==> src/rtl/prm_sweep_pkg.sv <==
// prm_sweep_pkg
// Shared types and constants for the roadmap edge-sweep controller.
//   CODE_W     : edge-code width fixed by the obstacle-logic checker bank (inputs A..O)
//   state_t    : sweep sequencer states
//   res_t      : one per-edge result as stored in the result FIFO
//   last_idx() : index of the final edge of a sweep of n edges
package prm_sweep_pkg;

  localparam int CODE_W = 15;

  typedef enum logic [1:0] {
    ST_IDLE  = 2'd0,
    ST_SWEEP = 2'd1,
    ST_DRAIN = 2'd2,
    ST_FIN   = 2'd3
  } state_t;

  typedef struct packed {
    logic [CODE_W-1:0] addr;
    logic              blocked;
  } res_t;

  function automatic logic [CODE_W-1:0] last_idx(input logic [CODE_W-1:0] n);
    return n - CODE_W'(1);
  endfunction

endpackage

==> src/rtl/prm_edge_sweep_ctrl_if.sv <==
// prm_edge_sweep_ctrl_if
// Bundles the host command path, the checker-bank link and the result stream of the
// edge-sweep controller.
//   master : host + checker bank side (drives start/abort/config, chk_mask, res_ready)
//   slave  : the controller (drives chk_code, res_*, busy, done)
// Signals:
//   start, abort        command pulses
//   edge_count, obs_en  sweep configuration, sampled on an accepted start
//   chk_code / chk_mask edge code out to the bank, per-checker edge_mask back
//   res_valid/res_ready result handshake; res_addr, res_blocked result payload
//   busy, done          sweep status
interface prm_edge_sweep_ctrl_if
  import prm_sweep_pkg::*;
#(
  parameter int NCHK = 32
) ();

  logic              start;
  logic              abort;
  logic [CODE_W-1:0] edge_count;
  logic [NCHK-1:0]   obs_en;
  logic [CODE_W-1:0] chk_code;
  logic [NCHK-1:0]   chk_mask;
  logic              res_valid;
  logic              res_ready;
  logic [CODE_W-1:0] res_addr;
  logic              res_blocked;
  logic              busy;
  logic              done;

  modport master (
    output start, abort, edge_count, obs_en, chk_mask, res_ready,
    input  chk_code, res_valid, res_addr, res_blocked, busy, done
  );

  modport slave (
    input  start, abort, edge_count, obs_en, chk_mask, res_ready,
    output chk_code, res_valid, res_addr, res_blocked, busy, done
  );

endinterface

==> src/rtl/prm_res_fifo.sv <==
// prm_res_fifo
// Synchronous result FIFO with a synchronous clear.
//   i_clk   : clock, rising edge
//   i_clr   : synchronous clear (empties the FIFO and zeroes storage)
//   i_push  : write i_din (ignored when full with no simultaneous pop)
//   i_din   : write data
//   i_pop   : remove the head entry (ignored when empty)
//   o_dout  : head entry
//   o_full  : DEPTH entries held
//   o_empty : no entries held
//   o_count : current occupancy
module prm_res_fifo #(
  parameter int DEPTH = 4,
  parameter int W     = 16,
  parameter int CW    = $clog2(DEPTH + 1)
) (
  input  logic          i_clk,
  input  logic          i_clr,
  input  logic          i_push,
  input  logic [W-1:0]  i_din,
  input  logic          i_pop,
  output logic [W-1:0]  o_dout,
  output logic          o_full,
  output logic          o_empty,
  output logic [CW-1:0] o_count
);

  localparam int AW = (DEPTH > 1) ? $clog2(DEPTH) : 1;

  logic [W-1:0]  r_mem [DEPTH];
  logic [AW-1:0] r_wr_ptr;
  logic [AW-1:0] r_rd_ptr;
  logic [CW-1:0] r_count;
  logic          w_do_push;
  logic          w_do_pop;

  // Pointers wrap explicitly so any depth works, not only powers of two.
  function automatic logic [AW-1:0] ptr_inc(input logic [AW-1:0] p);
    return (p == AW'(DEPTH - 1)) ? AW'(0) : p + AW'(1);
  endfunction

  assign w_do_pop  = i_pop && (r_count != CW'(0));
  assign w_do_push = i_push && ((r_count != CW'(DEPTH)) || w_do_pop);

  // Storage, pointers and occupancy; storage is zeroed on clear so the head reads 0 when empty
  always_ff @(posedge i_clk) begin
    if (i_clr) begin
      r_wr_ptr <= AW'(0);
      r_rd_ptr <= AW'(0);
      r_count  <= CW'(0);
      for (int i = 0; i < DEPTH; i++) begin
        r_mem[i] <= '0;
      end
    end else begin
      if (w_do_push) begin
        r_mem[r_wr_ptr] <= i_din;
        r_wr_ptr        <= ptr_inc(r_wr_ptr);
      end
      if (w_do_pop) begin
        r_rd_ptr <= ptr_inc(r_rd_ptr);
      end
      case ({w_do_push, w_do_pop})
        2'b10:   r_count <= r_count + CW'(1);
        2'b01:   r_count <= r_count - CW'(1);
        default: r_count <= r_count;
      endcase
    end
  end

  assign o_dout  = r_mem[r_rd_ptr];
  assign o_full  = (r_count == CW'(DEPTH));
  assign o_empty = (r_count == CW'(0));
  assign o_count = r_count;

endmodule

==> src/rtl/prm_edge_sweep_ctrl.sv <==
// prm_edge_sweep_ctrl
// Walks every roadmap edge index through one shared bank of obstacle-logic checkers and
// streams a blocked/free verdict per edge, in edge order, to the pruning stage.
// Ports:
//   CLK   : clock, rising edge
//   RST   : synchronous reset, active-high
//   sweep : prm_edge_sweep_ctrl_if.slave (command, checker-bank link, result stream, status)
// Parameters:
//   NCHK    : checkers in the bank
//   CHK_LAT : cycles from chk_code to the matching chk_mask (0..3)
//   FIFO_D  : result FIFO depth, must be >= CHK_LAT+1
module prm_edge_sweep_ctrl
  import prm_sweep_pkg::*;
#(
  parameter int NCHK    = 32,
  parameter int CHK_LAT = 1,
  parameter int FIFO_D  = 4
) (
  input  logic                   CLK,
  input  logic                   RST,
  prm_edge_sweep_ctrl_if.slave   sweep
);

  localparam int OCC_W = $clog2(FIFO_D + 1);

  state_t            r_state;
  state_t            w_state_seq;
  state_t            w_state_nxt;
  logic [CODE_W-1:0] r_idx;
  logic [CODE_W-1:0] r_cnt;
  logic [NCHK-1:0]   r_obs;
  logic [CODE_W-1:0] r_chk_code;
  logic              r_busy;
  logic              r_done;

  // Tag pipe: stage 0 holds the code currently on chk_code, stage CHK_LAT lines up with chk_mask.
  logic              r_pv [CHK_LAT+1];
  logic [CODE_W-1:0] r_pt [CHK_LAT+1];

  logic              w_clr;
  logic              w_accept_start;
  logic              w_issue;
  logic              w_push;
  logic              w_pop;
  logic [2:0]        w_inflight;
  logic [7:0]        w_used;
  logic [7:0]        w_limit;
  res_t              w_res_in;
  res_t              w_head;
  logic [$bits(res_t)-1:0] w_fifo_dout;
  logic              w_fifo_full;
  logic              w_fifo_empty;
  logic [OCC_W-1:0]  w_occ;

  function automatic logic any_hit(input logic [NCHK-1:0] mask, input logic [NCHK-1:0] obs);
    return |(mask & obs);
  endfunction

  assign w_clr          = RST | sweep.abort;
  assign w_accept_start = (r_state == ST_IDLE) && sweep.start && !sweep.abort;
  assign w_pop          = sweep.res_ready && !w_fifo_empty;

  // Count results still travelling through the checker-latency pipe
  always_comb begin
    w_inflight = 3'd0;
    for (int k = 0; k <= CHK_LAT; k++) begin
      w_inflight = w_inflight + {2'b00, r_pv[k]};
    end
  end

  // A pop at this edge frees a slot in time for the new issue, which keeps full rate
  // even when FIFO_D is exactly CHK_LAT+1.
  assign w_used  = 8'(w_occ) + 8'(w_inflight);
  assign w_limit = 8'(FIFO_D) + 8'(w_pop);
  assign w_issue = (r_state == ST_SWEEP) && !sweep.abort && (w_used < w_limit);

  // Next-state logic; abort overrides every state
  always_comb begin
    w_state_seq = r_state;
    case (r_state)
      ST_IDLE: begin
        if (sweep.start) begin
          if (sweep.edge_count == CODE_W'(0)) begin
            w_state_seq = ST_FIN;
          end else begin
            w_state_seq = ST_SWEEP;
          end
        end else begin
          w_state_seq = ST_IDLE;
        end
      end
      ST_SWEEP: begin
        if (w_issue && (r_idx == last_idx(r_cnt))) begin
          w_state_seq = ST_DRAIN;
        end else begin
          w_state_seq = ST_SWEEP;
        end
      end
      ST_DRAIN: begin
        // Leave once the last result is handed off at this edge.
        if ((w_inflight == 3'd0) &&
            ((w_occ == OCC_W'(0)) || ((w_occ == OCC_W'(1)) && w_pop))) begin
          w_state_seq = ST_FIN;
        end else begin
          w_state_seq = ST_DRAIN;
        end
      end
      ST_FIN:  w_state_seq = ST_IDLE;
      default: w_state_seq = ST_IDLE;
    endcase
    w_state_nxt = sweep.abort ? ST_IDLE : w_state_seq;
  end

  // State register with busy/done registered from the next state
  always_ff @(posedge CLK) begin
    if (RST) begin
      r_state <= ST_IDLE;
      r_busy  <= 1'b0;
      r_done  <= 1'b0;
    end else begin
      r_state <= w_state_nxt;
      r_busy  <= (w_state_nxt == ST_SWEEP) || (w_state_nxt == ST_DRAIN);
      r_done  <= (w_state_nxt == ST_FIN);
    end
  end

  // Sweep configuration latch and edge index counter
  always_ff @(posedge CLK) begin
    if (RST) begin
      r_cnt <= CODE_W'(0);
      r_obs <= '0;
      r_idx <= CODE_W'(0);
    end else if (w_accept_start) begin
      r_cnt <= sweep.edge_count;
      r_obs <= sweep.obs_en;
      r_idx <= CODE_W'(0);
    end else if (w_issue) begin
      r_idx <= r_idx + CODE_W'(1);
    end
  end

  // Edge code to the bank; holds its last value between issues
  always_ff @(posedge CLK) begin
    if (RST) begin
      r_chk_code <= CODE_W'(0);
    end else if (w_issue) begin
      r_chk_code <= r_idx;
    end
  end

  // Tag/valid shift register matching the checker-bank latency
  always_ff @(posedge CLK) begin
    if (w_clr) begin
      for (int k = 0; k <= CHK_LAT; k++) begin
        r_pv[k] <= 1'b0;
        r_pt[k] <= CODE_W'(0);
      end
    end else begin
      r_pv[0] <= w_issue;
      if (w_issue) begin
        r_pt[0] <= r_idx;
      end
      for (int k = 1; k <= CHK_LAT; k++) begin
        r_pv[k] <= r_pv[k-1];
        r_pt[k] <= r_pt[k-1];
      end
    end
  end

  // Credits already rule out a push into a full FIFO; the full term only keeps the FIFO honest.
  assign w_push           = r_pv[CHK_LAT] && (!w_fifo_full || w_pop);
  assign w_res_in.addr    = r_pt[CHK_LAT];
  assign w_res_in.blocked = any_hit(sweep.chk_mask, r_obs);

  prm_res_fifo #(
    .DEPTH (FIFO_D),
    .W     ($bits(res_t)),
    .CW    (OCC_W)
  ) u_res_fifo (
    .i_clk   (CLK),
    .i_clr   (w_clr),
    .i_push  (w_push),
    .i_din   (w_res_in),
    .i_pop   (w_pop),
    .o_dout  (w_fifo_dout),
    .o_full  (w_fifo_full),
    .o_empty (w_fifo_empty),
    .o_count (w_occ)
  );

  assign w_head = res_t'(w_fifo_dout);

  assign sweep.chk_code    = r_chk_code;
  assign sweep.res_valid   = !w_fifo_empty;
  assign sweep.res_addr    = w_head.addr;
  assign sweep.res_blocked = w_head.blocked;
  assign sweep.busy        = r_busy;
  assign sweep.done        = r_done;

endmodule

==> src/flat_wrapper.sv <==
// flat-port wrapper written by rule: the top's interface ports become plain ports
module prm_edge_sweep_ctrl_flat import prm_sweep_pkg::*;
#(
  parameter int NCHK    = 32,
  parameter int CHK_LAT = 1,
  parameter int FIFO_D  = 4
)
  (CLK, RST, sweep_start, sweep_abort, sweep_edge_count, sweep_obs_en, sweep_chk_mask, sweep_res_ready, sweep_chk_code, sweep_res_valid, sweep_res_addr, sweep_res_blocked, sweep_busy, sweep_done);
  prm_edge_sweep_ctrl_if #(.NCHK(NCHK)) sweep_i ();
  input  logic CLK;
  input  logic RST;
  input wire logic [$bits(sweep_i.start)-1:0] sweep_start;
  input wire logic [$bits(sweep_i.abort)-1:0] sweep_abort;
  input wire logic [$bits(sweep_i.edge_count)-1:0] sweep_edge_count;
  input wire logic [$bits(sweep_i.obs_en)-1:0] sweep_obs_en;
  input wire logic [$bits(sweep_i.chk_mask)-1:0] sweep_chk_mask;
  input wire logic [$bits(sweep_i.res_ready)-1:0] sweep_res_ready;
  output wire logic [$bits(sweep_i.chk_code)-1:0] sweep_chk_code;
  output wire logic [$bits(sweep_i.res_valid)-1:0] sweep_res_valid;
  output wire logic [$bits(sweep_i.res_addr)-1:0] sweep_res_addr;
  output wire logic [$bits(sweep_i.res_blocked)-1:0] sweep_res_blocked;
  output wire logic [$bits(sweep_i.busy)-1:0] sweep_busy;
  output wire logic [$bits(sweep_i.done)-1:0] sweep_done;
  assign sweep_i.start = sweep_start;
  assign sweep_i.abort = sweep_abort;
  assign sweep_i.edge_count = sweep_edge_count;
  assign sweep_i.obs_en = sweep_obs_en;
  assign sweep_i.chk_mask = sweep_chk_mask;
  assign sweep_i.res_ready = sweep_res_ready;
  assign sweep_chk_code = sweep_i.chk_code;
  assign sweep_res_valid = sweep_i.res_valid;
  assign sweep_res_addr = sweep_i.res_addr;
  assign sweep_res_blocked = sweep_i.res_blocked;
  assign sweep_busy = sweep_i.busy;
  assign sweep_done = sweep_i.done;
  prm_edge_sweep_ctrl #(.NCHK(NCHK), .CHK_LAT(CHK_LAT), .FIFO_D(FIFO_D)) u_core (.CLK(CLK), .RST(RST), .sweep(sweep_i));
endmodule
==> config.mk <==
export PLATFORM = sky130hd
export DESIGN_NAME = prm_edge_sweep_ctrl_flat
export DESIGN_NICKNAME = d
export VERILOG_FILES = /design/src/rtl/prm_sweep_pkg.sv /design/src/rtl/prm_edge_sweep_ctrl_if.sv /design/src/rtl/prm_res_fifo.sv /design/src/rtl/prm_edge_sweep_ctrl.sv /design/src/flat_wrapper.sv
export SDC_FILE = /design/constraint.sdc
export NUM_CORES = 1
export LEC_CHECK = 0
export ABC_AREA = 1
export CAP_MARGIN = 20
export CORE_UTILIZATION = 35
export DETAILED_ROUTE_END_ITERATION = 6
export DONT_BUFFER_PORTS = 1
export GPL_ROUTABILITY_DRIVEN = 0
export SYNTH_ARGS = -nofsm -noshare
export SYNTH_HDL_FRONTEND = slang
export SYNTH_SLANG_ARGS = --single-unit
==> constraint.sdc <==
create_clock -name CLK -period 2.7 [get_ports CLK]
set_clock_uncertainty 0.15 [all_clocks]
set_input_delay 0.54 -clock CLK [delete_from_list [all_inputs] [get_ports CLK]]
set_output_delay 0.54 -clock CLK [all_outputs]
set_load 0.05 [all_outputs]
# Word-level counts from Yosys, hierarchy flattened
# Memory sizes are Yosys's and may differ from the RTL's. A register that Yosys moved wholly into a read port is not among the register bits.
# Index checks and enable logic that the tools add are counted.
[op_classes]
magnitude_cmp = 1
n_mux = 27
bitwise = 6
n_eq_ne = 14
add_sub_neg = 9
reduce_logical = 27
[op_table]
columns = ["op", "n"]
rows = [
  ["32-bit AND", 1],
  ["32-bit OR reduction", 1],
  ["15-bit two-way mux", 2],
  ["2-bit two-way mux", 9],
  ["16-bit two-way mux", 1],
  ["16-bit OR reduction", 1],
  ["15-bit by 1-bit adder with 15-bit output, second input constant", 1],
  ["15-bit == test", 1],
  ["15-bit logical NOT", 1],
  ["15-bit by 1-bit subtractor with 15-bit output, second input constant", 1],
  ["2-bit == test, second input constant", 7],
  ["1-bit two-way mux", 13],
  ["1-bit logical AND", 11],
  ["8-bit less-than comparator", 1],
  ["2-bit one-hot mux with 4 select lines", 1],
  ["2-bit by 1-bit == test with 1-bit output, second input constant", 3],
  ["3-bit logical NOT", 2],
  ["3-bit one-hot mux with 2 select lines", 1],
  ["1-bit bitwise OR", 5],
  ["2-bit by 1-bit adder with 2-bit output, second input constant", 2],
  ["3-bit by 1-bit adder with 4-bit output, first input constant", 1],
  ["3-bit by 3-bit adder with 4-bit output", 1],
  ["1-bit logical OR", 4],
  ["3-bit by 1-bit adder with 3-bit output, second input constant", 1],
  ["other kinds (10)", 12],
]
[totals]
out_inout_bits = 34
elab_cells = 97
reg_bits = 88
ram_bits = 96
n_memories = 3
input_bits = 84
[mem_list]
columns = ["name", "words", "word_bits", "read_ports", "rd_ports_with_merged_regs", "wr", "line_no", "rtl"]
rows = [
  ["u_core.u_res_fifo.r_mem", 4, 16, 1, 1, 4, "prm_res_fifo.sv:30", "logic [W-1:0] r_mem [DEPTH];"],
  ["u_core.r_pt", 2, 15, 2, 0, 2, "prm_edge_sweep_ctrl.sv:38", "logic [CODE_W-1:0] r_pt [CHK_LAT+1];"],
  ["u_core.r_pv", 2, 1, 2, 0, 2, "prm_edge_sweep_ctrl.sv:37", "logic r_pv [CHK_LAT+1];"],
]

# Logic depth before layout (Yosys ltp)
[depth]
depth_word = 12
ltp_mapped = 20
depth_no_buf = 20

# By module
# Synthesis repeated with hierarchy kept, for this count alone.
[hier_totals]
hier_cells = 955
hier_area_um2 = 8578.2
[by_module_without_submodules]
columns = ["mod", "n_inst", "cells_per_inst", "seq_area_each_um2", "area_each_um2"]
rows = [
  ["prm_edge_sweep_ctrl", 1, 649, 2562.5, 5091.1],
  ["prm_res_fifo", 1, 306, 2102.0, 3487.1],
]

# Worst setup path after synthesis
# Ideal clock, no wire load.
[synth_timing]
path_type = "input port to flip-flop"
startpoint = "in RST"
endpoint = "mem u_core.u_res_fifo.r_mem[3][0], enable pin"
setup_ns = 0.409
n_path_buf = 1
path_stages = 7
required_time_ns = 2.141
arrival_ns = 2.335
setup_slack_ns = -0.194
cell_sequence = "buf_2 nor2_4 inv_2 nor2_4 inv_2 nor2_4 nor3_1"
[synth_lines]
columns = ["element", "line_no", "rtl"]
rows = [
  ["start: declaration", "flat_wrapper.sv:11", "input logic RST;"],
  ["end: declaration", "prm_res_fifo.sv:30", ""],
]

==> summary.md <==
| Metric | Value |
|---|---|
| Drt initial violations | `294` |
| Number of endpoints failing setup at the final stage | `5` |
| Most common cell in the netlist | `nor2_1` |
| Layout area overhead | `17.9%` |
| Startpoint type of the worst setup path | `flop` |
| Number of remaining DRC errors | `0` |
| Critical Path Sink Type | `flop` |
| Number of fill cells in the layout | `2419` |
| DR vias | `6232` |
| CTS tree | `done` |
| Power Density | `637 nW/µm²` |
| Sequential Power Share | `0.510` |
| Violated checks | `negative setup slack` |
| Hold/Removal Path Class | `primary input to flop` |
| Final-report max-slew violation count | `0` |
| Largest net degree at the start of global routing | `60` |
| Cell taking the most area after synthesis | `edfxtp_1` |
| Number of buffers created by CTS | `17` |
| Count of cell types in the netlist | `46` |
| Vias per cell | `4.65` |
| Mux cell area share after synthesis | `0` |
| Min setup slack post-route | `-0.0945 ns` |
| Total I/O pin count | `118` |
| Combinational share of power | `0.081` |
| Number of max-cap violations | `0` |
| Pre-antenna DRT Iters | `6` |
| Critical Setup Path Class | `flop to flop` |
| Design Power | `6.25 mW` |
| Routed Antenna Nets | `0` |
| Net count reported at finish | `1108` |
| IR Drop Worst-Case VDD | `454 µV` |
| Data required time at the worst endpoint | `2.87 ns` |
| Sequential share of the synthesized area | `0.561` |
| Aggregate global routing overflow | `0` |
| Vias in the first global route | `5957` |
| Adder-cell area share of the yosys netlist | `0.0235` |
| Layout cell share with drive strength beyond 1 | `0.138` |
| Synth Cell Area | `8310 µm²` |
| Overall die width | `156 µm` |
| CTS clock-pin slew for the worst setup and hold paths | `0.07 ns` |
| Power share of the clock group | `0.408` |
| Sw power | `1.59 mW` |
| Rows | `56` |
| Static leakage | `4.06 nW` |
| Initial cell density of the core | `0.355` |
| Final core utilization | `0.419` |
| RSZ-0062 raised after global routing | `yes` |
| Synth top area cells | `edfxtp_1 (34%), dfxtp_1 (22%), nor2_1 (11%), o21ai_0 (6.0%), nand2_1 (5.3%)` |
| Outcome | `complete, but fails checks` |
| Clk buf depth | `2` |
| Switching portion of total power | `0.255` |
| Syn Area/Cell | `8.67 µm²` |
| Proportion of register bits with asynchronous set or reset after synthesis | `0` |
| Clk sink count | `186` |
| Register bit total from synthesis | `186` |
| Measured slew at the worst slew-check pin | `0.579 ns` |
| Clock network latency to the later pin of the worst-skew pair | `0.43 ns` |
| Antenna violations before repair | `0` |
| Dominant register cell in the synthesized netlist | `edfxtp_1` |
| Combinational family with the most area after synthesis | `simple AND/OR/NAND/NOR gates` |
| Worst endpoint data arrival time | `2.97 ns` |
| Die area | `24400 µm²` |
| XOR/XNOR Fraction of Synth Area | `0.0169` |
| Max H-tree Level | `4` |
| Slew HR | `0.614` |
| Routed wire length per instance | `14.4 µm` |
| Cell-internal power | `4.65 mW` |
| Portion of synthesized cell area occupied by the leading cell type | `0.340` |
| Clock root buffer | `clkbuf_16` |
| HPWL after detailed placement | `13.5 mm` |
| Simple-gate share of the synthesized area | `0.222` |
| Core Footprint | `23400 µm²` |
| Yosys warning count | `0` |
| Min cycle time layout | `2.79 ns` |
| Wire length of the first global-routing pass | `30.3 mm` |
| Buffers on Ports | `0` |
| Fmax | `0.358 GHz` |
| Crit share post-route | `1.03` |
| Antenna Diode Count | `0` |
| Count of flip-flops with a built-in enable after synthesis | `94` |
| Largest fanout of any net on the critical path | `8` |
| Synth top cells by count | `nor2_1 (250), nand2_1 (118), o21ai_0 (99)` |
| Gr usage total | `0.160` |
| Number of standard cells after synthesis | `958` |
| Routed wire length | `19.3 mm` |
| Final hold vios | `0` |
| Total of hold buffers inserted after clock tree synthesis | `0` |
| Synth Area in Compound Gates | `0.112` |
| Die Ht | `156 µm` |
routing by layer:
metal | vias up | routed length [µm] | track usage
li1 | 3235 | - | -
met1 | 2827 | 8610 | 0.199
met2 | 160 | 9350 | 0.276
met3 | 10 | 1220 | 0.0456
met4 | 0 | 96 | 0.0317
met5 | - | 0 | 0
power groups by stage:
| stage | Sequential (mW) | Combinational [mW] | Clock (mW) |
|---|---|---|---|
| after global routing | 3.20 | 0.576 | 2.72 |
| final | 3.19 | 0.509 | 2.55 |
| after floorplan | 3.23 | 0.370 | 0 |
| after CTS | 3.19 | 0.501 | 2.62 |
| after detailed placement | 3.25 | 0.498 | 0 |
| after global placement | 3.25 | 0.493 | 0 |
flip-flops by register name, indices dropped and copies added (netlist names), named ones only:
name	cells
u_core.r_idx	15
u_core.r_pt	30
u_core.r_state	2
u_core.u_res_fifo.r_wr_ptr	2
u_core.sweep.chk_code	15
u_core.sweep.busy	1
u_core.r_cnt	15
u_core.u_res_fifo.r_rd_ptr	2
u_core.u_res_fifo.r_mem	64
u_core.r_obs	32
u_core.u_res_fifo.o_count	3
u_core.r_pv	2
u_core.sweep.done	1
cells in the final DEF (no fill, tap or decap), types with 6 or more instances in the layout:
master,netlist,final
nand2_1,118,113
a21oi_1,35,34
inv_2,8,13
xor2_1,14,14
clkbuf_16,0,17
ha_1,14,11
dfxtp_1,92,90
nor3_1,11,9
o21ai_0,99,98
nand2_2,5,7
nor2_4,5,7
inv_6,0,6
conb_1,1,15
inv_1,90,83
nand4_1,6,6
o22ai_1,16,16
nor2_2,5,6
edfxtp_1,94,94
nor2_1,250,247
buf_4,4,48
nand3_1,21,21
worst max-delay path, stage by stage, from the launching register on:
cell and delay, ns:
dfxtp_2 0.34, inv_2 0.05, ha_4 0.26, ha_4 0.12, inv_2 0.03, fa_1 0.47
inv_1 0.04, nor2_2 0.08, nand3_2 0.09, buf_4 0.14, buf_4 0.13, nand2_4 0.07
nand2_8 0.09, nor2_8 0.13, buf_12 0.11, nand2_4 0.06, nor2_4 0.12, xor2_1 0.15
nor2_1 0.05
logic make-up (layout without fill, tap and decap cells):
group | after synthesis | after routing
AND/OR/NAND/NOR | 436 | 436
flip-flops | 186 | 186
AO/OA/AOI/OAI | 170 | 170
buffers and inverters | 134 | 184
XOR/XNOR | 16 | 16
adder cells (fa/ha/maj) | 15 | 15
other | 1 | 15
final timing paths:
check | cells past startpoint | from | end | slack (ns)
worst max-delay path | 18 | u_core.r_pv[0][0] | u_core.r_idx[8] | -0.09
worst min-delay path | 1 | RST | u_core.sweep.done | 0.03
worst max register to register | 18 | u_core.r_pv[0][0] | u_core.r_idx[8] | -0.09
worst min register to register | 2 | u_core.r_pv[0][0] | u_core.r_pv[0][1] | 0.32
per-stage QoR:
stage / hold WS [ns] / instance area [µm²] / worst slack [ns] / cells / setup TNS (ns)
after floorplan: 0.295 / 8390 / -0.0442 / 972 / -0.0442
after global placement: 0.299 / 9020 / -0.117 / 1299 / -0.156
after detailed placement: 0.317 / 9020 / -0.156 / 1299 / -0.351
after CTS: 0.00337 / 9640 / -0.0627 / 1333 / -0.114
after global routing: 0.000627 / 9800 / -0.221 / 1341 / -1.97
final: 0.0257 / 9800 / -0.0945 / 1341 / -0.395
final cells by class:
class | instances | area, µm² | share of cell area
inverters | 98 | 370 | 0.0378
clock buffers | 17 | 425 | 0.0434
multi-input cells | 652 | 3290 | 0.335
clock inverters | 15 | 178 | 0.0181
well taps | 319 | 399 | 0.0407
repair buffers | 54 | 472 | 0.0481
flip-flops and latches | 186 | 4670 | 0.476
repair_timing:
item | 4_1_cts | 5_1_grt
gates resized for setup | 1 | 24
buffers inserted | 2 | 8
pin swaps | 6 | 6
setup endpoints to repair | 3 | 8
Note: power is estimated with default switching activity, not from simulation.
